File: src/rtl/fpu_seq_ctrl.sv
// Issue/sequencing controller for the RV32F execute stage: dispatches one FP op
// to the single-cycle, pipelined or iterative unit and returns a registered writeback.
module fpu_seq_ctrl #(
    parameter int PIPE_LAT     = 3,
    parameter int ITER_TIMEOUT = 64
) (
    input  logic        i_clk,
    input  logic        i_rst_n,
    input  logic        i_issue_valid,
    output logic        o_issue_ready,
    input  logic [1:0]  i_op_class,
    input  logic [4:0]  i_rd,
    input  logic        i_flush,
    input  logic [31:0] i_sc_result,
    input  logic [4:0]  i_sc_flags,
    output logic        o_pipe_start,
    input  logic [31:0] i_pipe_result,
    input  logic [4:0]  i_pipe_flags,
    output logic        o_iter_start,
    output logic        o_iter_kill,
    input  logic        i_iter_done,
    input  logic [31:0] i_iter_result,
    input  logic [4:0]  i_iter_flags,
    output logic        o_wb_valid,
    output logic [4:0]  o_wb_rd,
    output logic [31:0] o_wb_data,
    output logic [4:0]  o_wb_flags,
    input  logic        i_fflags_clr,
    output logic [4:0]  o_fflags,
    output logic        o_busy
);

    localparam logic [3:0]  PIPE_LAT_L     = 4'(PIPE_LAT);
    localparam logic [7:0]  ITER_TIMEOUT_L = 8'(ITER_TIMEOUT);
    localparam logic [31:0] CANONICAL_NAN  = 32'h7FC0_0000;
    localparam logic [4:0]  FLAG_NV        = 5'b10000;

    typedef enum logic [1:0] {IDLE, PIPE_WAIT, ITER_WAIT} state_t;

    state_t      state, state_nxt;
    logic [3:0]  pipe_cnt, pipe_cnt_nxt;
    logic [7:0]  wd_cnt, wd_cnt_nxt;
    logic [4:0]  rd_q, rd_nxt;
    logic        accept;
    logic        wb_load;
    logic        wb_pend_q;
    logic [4:0]  wb_rd_nxt;
    logic [31:0] wb_data_nxt;
    logic [4:0]  wb_flags_nxt;

    always_comb begin
        state_nxt     = state;
        pipe_cnt_nxt  = pipe_cnt;
        wd_cnt_nxt    = wd_cnt;
        rd_nxt        = rd_q;
        wb_load       = 1'b0;
        wb_rd_nxt     = rd_q;
        wb_data_nxt   = '0;
        wb_flags_nxt  = '0;
        o_pipe_start  = 1'b0;
        o_iter_start  = 1'b0;
        o_iter_kill   = 1'b0;
        o_issue_ready = (state == IDLE) && !i_flush;
        accept        = i_issue_valid && o_issue_ready;

        case (state)
            IDLE: begin
                if (accept) begin
                    case (i_op_class)
                        2'b00: begin
                            wb_load      = 1'b1;
                            wb_rd_nxt    = i_rd;
                            wb_data_nxt  = i_sc_result;
                            wb_flags_nxt = i_sc_flags;
                        end
                        2'b01: begin
                            o_pipe_start = 1'b1;
                            rd_nxt       = i_rd;
                            pipe_cnt_nxt = PIPE_LAT_L;
                            state_nxt    = PIPE_WAIT;
                        end
                        2'b10: begin
                            o_iter_start = 1'b1;
                            rd_nxt       = i_rd;
                            wd_cnt_nxt   = ITER_TIMEOUT_L;
                            state_nxt    = ITER_WAIT;
                        end
                        default: begin
                            wb_load      = 1'b1;
                            wb_rd_nxt    = i_rd;
                            wb_flags_nxt = FLAG_NV;
                        end
                    endcase
                end
            end
            PIPE_WAIT: begin
                if (i_flush) begin
                    state_nxt = IDLE;
                end else if (pipe_cnt == 4'd1) begin
                    wb_load      = 1'b1;
                    wb_data_nxt  = i_pipe_result;
                    wb_flags_nxt = i_pipe_flags;
                    pipe_cnt_nxt = '0;
                    state_nxt    = IDLE;
                end else begin
                    pipe_cnt_nxt = pipe_cnt - 4'd1;
                end
            end
            ITER_WAIT: begin
                // A flush beats a same-cycle done; a done beats a same-cycle watchdog expiry.
                if (i_flush) begin
                    o_iter_kill = 1'b1;
                    state_nxt   = IDLE;
                end else if (i_iter_done) begin
                    wb_load      = 1'b1;
                    wb_data_nxt  = i_iter_result;
                    wb_flags_nxt = i_iter_flags;
                    state_nxt    = IDLE;
                end else if (wd_cnt == 8'd1) begin
                    o_iter_kill  = 1'b1;
                    wb_load      = 1'b1;
                    wb_data_nxt  = CANONICAL_NAN;
                    wb_flags_nxt = FLAG_NV;
                    wd_cnt_nxt   = '0;
                    state_nxt    = IDLE;
                end else begin
                    wd_cnt_nxt = wd_cnt - 8'd1;
                end
            end
            default: state_nxt = IDLE;
        endcase
    end

    always_ff @(posedge i_clk or negedge i_rst_n) begin
        if (!i_rst_n) begin
            state     <= IDLE;
            pipe_cnt  <= '0;
            wd_cnt    <= '0;
            rd_q      <= '0;
            wb_pend_q <= 1'b0;
            o_wb_rd   <= '0;
            o_wb_data <= '0;
            o_wb_flags <= '0;
            o_fflags  <= '0;
        end else begin
            state     <= state_nxt;
            pipe_cnt  <= pipe_cnt_nxt;
            wd_cnt    <= wd_cnt_nxt;
            rd_q      <= rd_nxt;
            wb_pend_q <= wb_load;
            if (wb_load) begin
                o_wb_rd    <= wb_rd_nxt;
                o_wb_data  <= wb_data_nxt;
                o_wb_flags <= wb_flags_nxt;
            end
            o_fflags <= (i_fflags_clr ? 5'b0 : o_fflags) | (o_wb_valid ? o_wb_flags : 5'b0);
        end
    end

    // A flush arriving while the writeback is presented still squashes it.
    assign o_wb_valid = wb_pend_q && !i_flush;
    assign o_busy     = (state != IDLE);

endmodule

File: config.mk
export PLATFORM = sky130hd
export DESIGN_NAME = fpu_seq_ctrl
export DESIGN_NICKNAME = d
export VERILOG_FILES = /design/src/rtl/fpu_seq_ctrl.sv
export SDC_FILE = /design/constraint.sdc
export NUM_CORES = 1
export LEC_CHECK = 0
export BUFFER_PORTS_ARGS = -buffer_cell sky130_fd_sc_hd__buf_2
export CORE_ASPECT_RATIO = 1.25
export CORE_MARGIN = 2
export CORE_UTILIZATION = 27
export DETAILED_ROUTE_END_ITERATION = 7
export PLACE_DENSITY_LB_ADDON = 0.1
export SLEW_MARGIN = 25
export SYNTH_ARGS = -nofsm -noshare
export SYNTH_HDL_FRONTEND = slang
export SYNTH_SLANG_ARGS = --single-unit
File: constraint.sdc
create_clock -name i_clk -period 5.1 [get_ports i_clk]
set_input_delay 1.53 -clock i_clk [delete_from_list [all_inputs] [get_ports i_clk]]
set_output_delay 1.53 -clock i_clk [all_outputs]
set_load 0.01 [all_outputs]
==> results_dict.tcl <==
set metrics [dict create \
    status "finished clean" \
    worstPathArrival_ns 2.53 \
    grt_pass1_vias 3527 \
    drtAntennaViolNets 0 \
    cpMostUsedCell "buf_2" \
    grt_pass1_wl_microns 18010 \
    synth_warnings 0 \
    clk_path_buf_depth 2 \
    viasPerCell 4.863 \
    grt_max_degree 68 \
    slew_viol_final 0 \
    total_power_mw 1.635 \
    min_period_ns 4.056 \
    synth_cell_type_count 45 \
    busiest_layer "met2" \
    cts_setup_buffers 0 \
    area_delta_synth_final_pct 35.82 \
    use_met3_pct 4.568 \
    critPathKind "input port to output port" \
    wl_microns 11220 \
    async_reset_ff_share_pct 100.0 \
    cts_tree "built" \
    drc 0 \
    gp_congestion 0.7627 \
    p_leak_nw 2.398 \
    synth_common_cells "67 x dfrtp_1, 51 x inv_1, 37 x a222oi_1, 37 x mux2i_1, 22 x nand2_1" \
    startpoint "i_flush" \
    cts_buffers 9 \
    endpoint_kind "output port" \
    critPathSlowestCell "nor4b_2" \
    initial_utilization_pct 27.72 \
    setup_violations 0 \
    htreeDepth 3 \
    switchingPower_uw 446.9 \
    cts_hold_buf 0 \
    overflow 0 \
    core_area_sq_um 13230 \
    cp-start-kind "input port" \
    rows 47 \
    tightest_slew_ns 0.8749 \
    synth_top_area_share_pct 45.72 \
    cts-resized-gates 0 \
    dieHeight_microns 134.3 \
    grt_util_met1_pct 19.11 \
    grt_antenna_before_repair 1 \
    multi_input_area_sq_um 1655 \
    clock-root-buffer "clkbuf_16" \
    synth_cells 350 \
    nNetsFinal 646 \
    internal_power_mw 1.188 \
    rsz0062_at_grt "false" \
    seq_area_frac_synth_pct 45.72 \
    synth_largest_area_cell "dfrtp_1" \
    power_frac_comb_pct 19.5 \
    peakVddDrop_v 0.0001358 \
    synth_flop_cell "dfrtp_1" \
    wire_per_inst_microns 16.24 \
    die_w_microns 108.2 \
    worstPathRequired_ns 3.57 \
    clock_latency_ns 0.33 \
    portBuffers 176 \
    skew_ns 0.007990 \
    layout.area.seq_sq_um 1677 \
    drtIter0Drc 266 \
    finalCritPeriodShare_pct 79.52 \
    worst-path-buf-inv 2 \
    via_count 3360 \
    diodes 0 \
    cpPeakStageDelay_ns 0.46 \
    fmax_ghz 0.2466 \
    pwr-share-clk_pct 40.5 \
    fillers 1407 \
    path_cells "buf_2 > nor4b_2 > and2_1 > buf_2" \
    cts.sinks 67 \
    r2r-start "state[0]" \
    swShare_pct 27.34 \
    drv_cap 0 \
    syn_avg_cell_area_sq_um 10.48 \
    powerDensity_nw_per_um2 328.2 \
    syn_area_sq_um 3667 \
    drt-pass1-iter-count 5 \
    fin_setup_tns_ns 0 \
    path_max_fanout 12 \
    hold_start "o_wb_rd[4]" \
    synth_seq_cells 67 \
    grt_use_total_pct 15.97 \
    syn-num-nets 481 \
    relSlewSlack_pct 41.67 \
    dpl.hpwl_microns 8105 \
    yosys-top-cells-area "dfrtp_1 46%, a222oi_1 10%, mux2i_1 10%" \
    drive_gt1_share_pct 41.92 \
    die_area_sq_um 14540 \
    crit_family "simple AND/OR/NAND/NOR gates" \
    hold_class "register to register" \
    finalHoldViolCount 0 \
    synth.most_common_cell "dfrtp_1" \
    p_seq_share_pct 40.0 \
    grt_util_met2_pct 27.22 \
    synth_edf_count 0 \
    io_pins 177 \
    path_clk_slew_ns 0.06 \
]
layer usage:
layer,vias up,share of wire (%)
li1,1613,-
met1,1617,41
met2,120,50
met3,8,7.2
met4,2,0.92
met5,-,0.16
cell usage in the layout (no fill, tap or decap), types with 3 or more instances in the layout:
| cell | count |
|---|---|
| a222oi_1 | 37 |
| nor2b_1 | 4 |
| a21oi_1 | 5 |
| mux2_2 | 13 |
| buf_4 | 4 |
| nor2_1 | 10 |
| nor3_1 | 4 |
| ha_1 | 7 |
| or3_1 | 3 |
| nand2b_1 | 3 |
| nand2_1 | 22 |
| mux2i_1 | 37 |
| o21ai_0 | 12 |
| dfrtp_1 | 67 |
| nor3b_1 | 3 |
| clkinvlp_4 | 3 |
| o31ai_1 | 11 |
| clkbuf_16 | 9 |
| inv_1 | 51 |
| and2_1 | 3 |
| buf_2 | 175 |
sequential cells by signal, indices dropped and copies added, names as in the netlist:
name and flops:
wb_pend_q 1, pipe_cnt 4, rd_q 5, wd_cnt 8, o_fflags 5, o_wb_flags 5, state 2, o_wb_data 32
o_wb_rd 5
final cells by class:
class,count,area share [%]
Clock buffer,9,4.521
Clock inverter,7,1.859
Inverter,51,3.843
Multi-Input combinational cell,206,33.23
Sequential cell,67,33.66
Tap cell,171,4.295
Timing Repair Buffer,180,18.59
cell families (layout without fill, tap and decap cells):
kind of cell | count (synthesis) | after routing | synth area share, %
flops | 67 | 67 | 45.72
xor+xnor | 2 | 2 | 0.4777
mux | 52 | 52 | 14.81
buf+inv | 77 | 247 | 9.348
compound gates | 78 | 78 | 17.37
simple gates | 67 | 67 | 9.894
fa+ha+maj | 7 | 7 | 2.388
stage by stage:
step | hold WS (ns) | cell area, sq um | utilization (%) | cells | setup slack [ns]
floorplan | 0.4754 | 3667 | - | 350 | 1.288
global placement | 0.4682 | 4662 | 35.23 | 675 | 1.033
detailed placement | 0.4783 | 4662 | 35.23 | 675 | 1.017
CTS | 0.4945 | 4980 | 37.64 | 691 | 1.018
global route | 0.5101 | 4981 | 37.65 | 691 | 0.9055
finish | 0.4836 | 4981 | 37.65 | 691 | 1.044
worst paths after layout:
path                                  to  slack, ns  cells after the start
max reg2reg                o_wb_data[12]       2.33                      5
max                         o_pipe_start       1.04                      4
min in group asynchronous      wd_cnt[7]       1.32                      1
min reg2reg                   o_wb_rd[4]       0.48                      1
min                           o_wb_rd[4]       0.48                      1
max in group asynchronous   o_wb_data[0]       3.21                      1
power groups by stage:
| stage | clock network (mW) | registers [mW] | logic, mW |
|---|---|---|---|
| global route | 0.704 | 0.665 | 0.358 |
| finish | 0.662 | 0.654 | 0.318 |
| detailed placement | 0 | 0.663 | 0.323 |
| floorplan | 0 | 0.674 | 0.165 |
| global placement | 0 | 0.663 | 0.319 |
| CTS | 0.685 | 0.656 | 0.325 |
No activity file was read; power rests on OpenSTA's default activity.
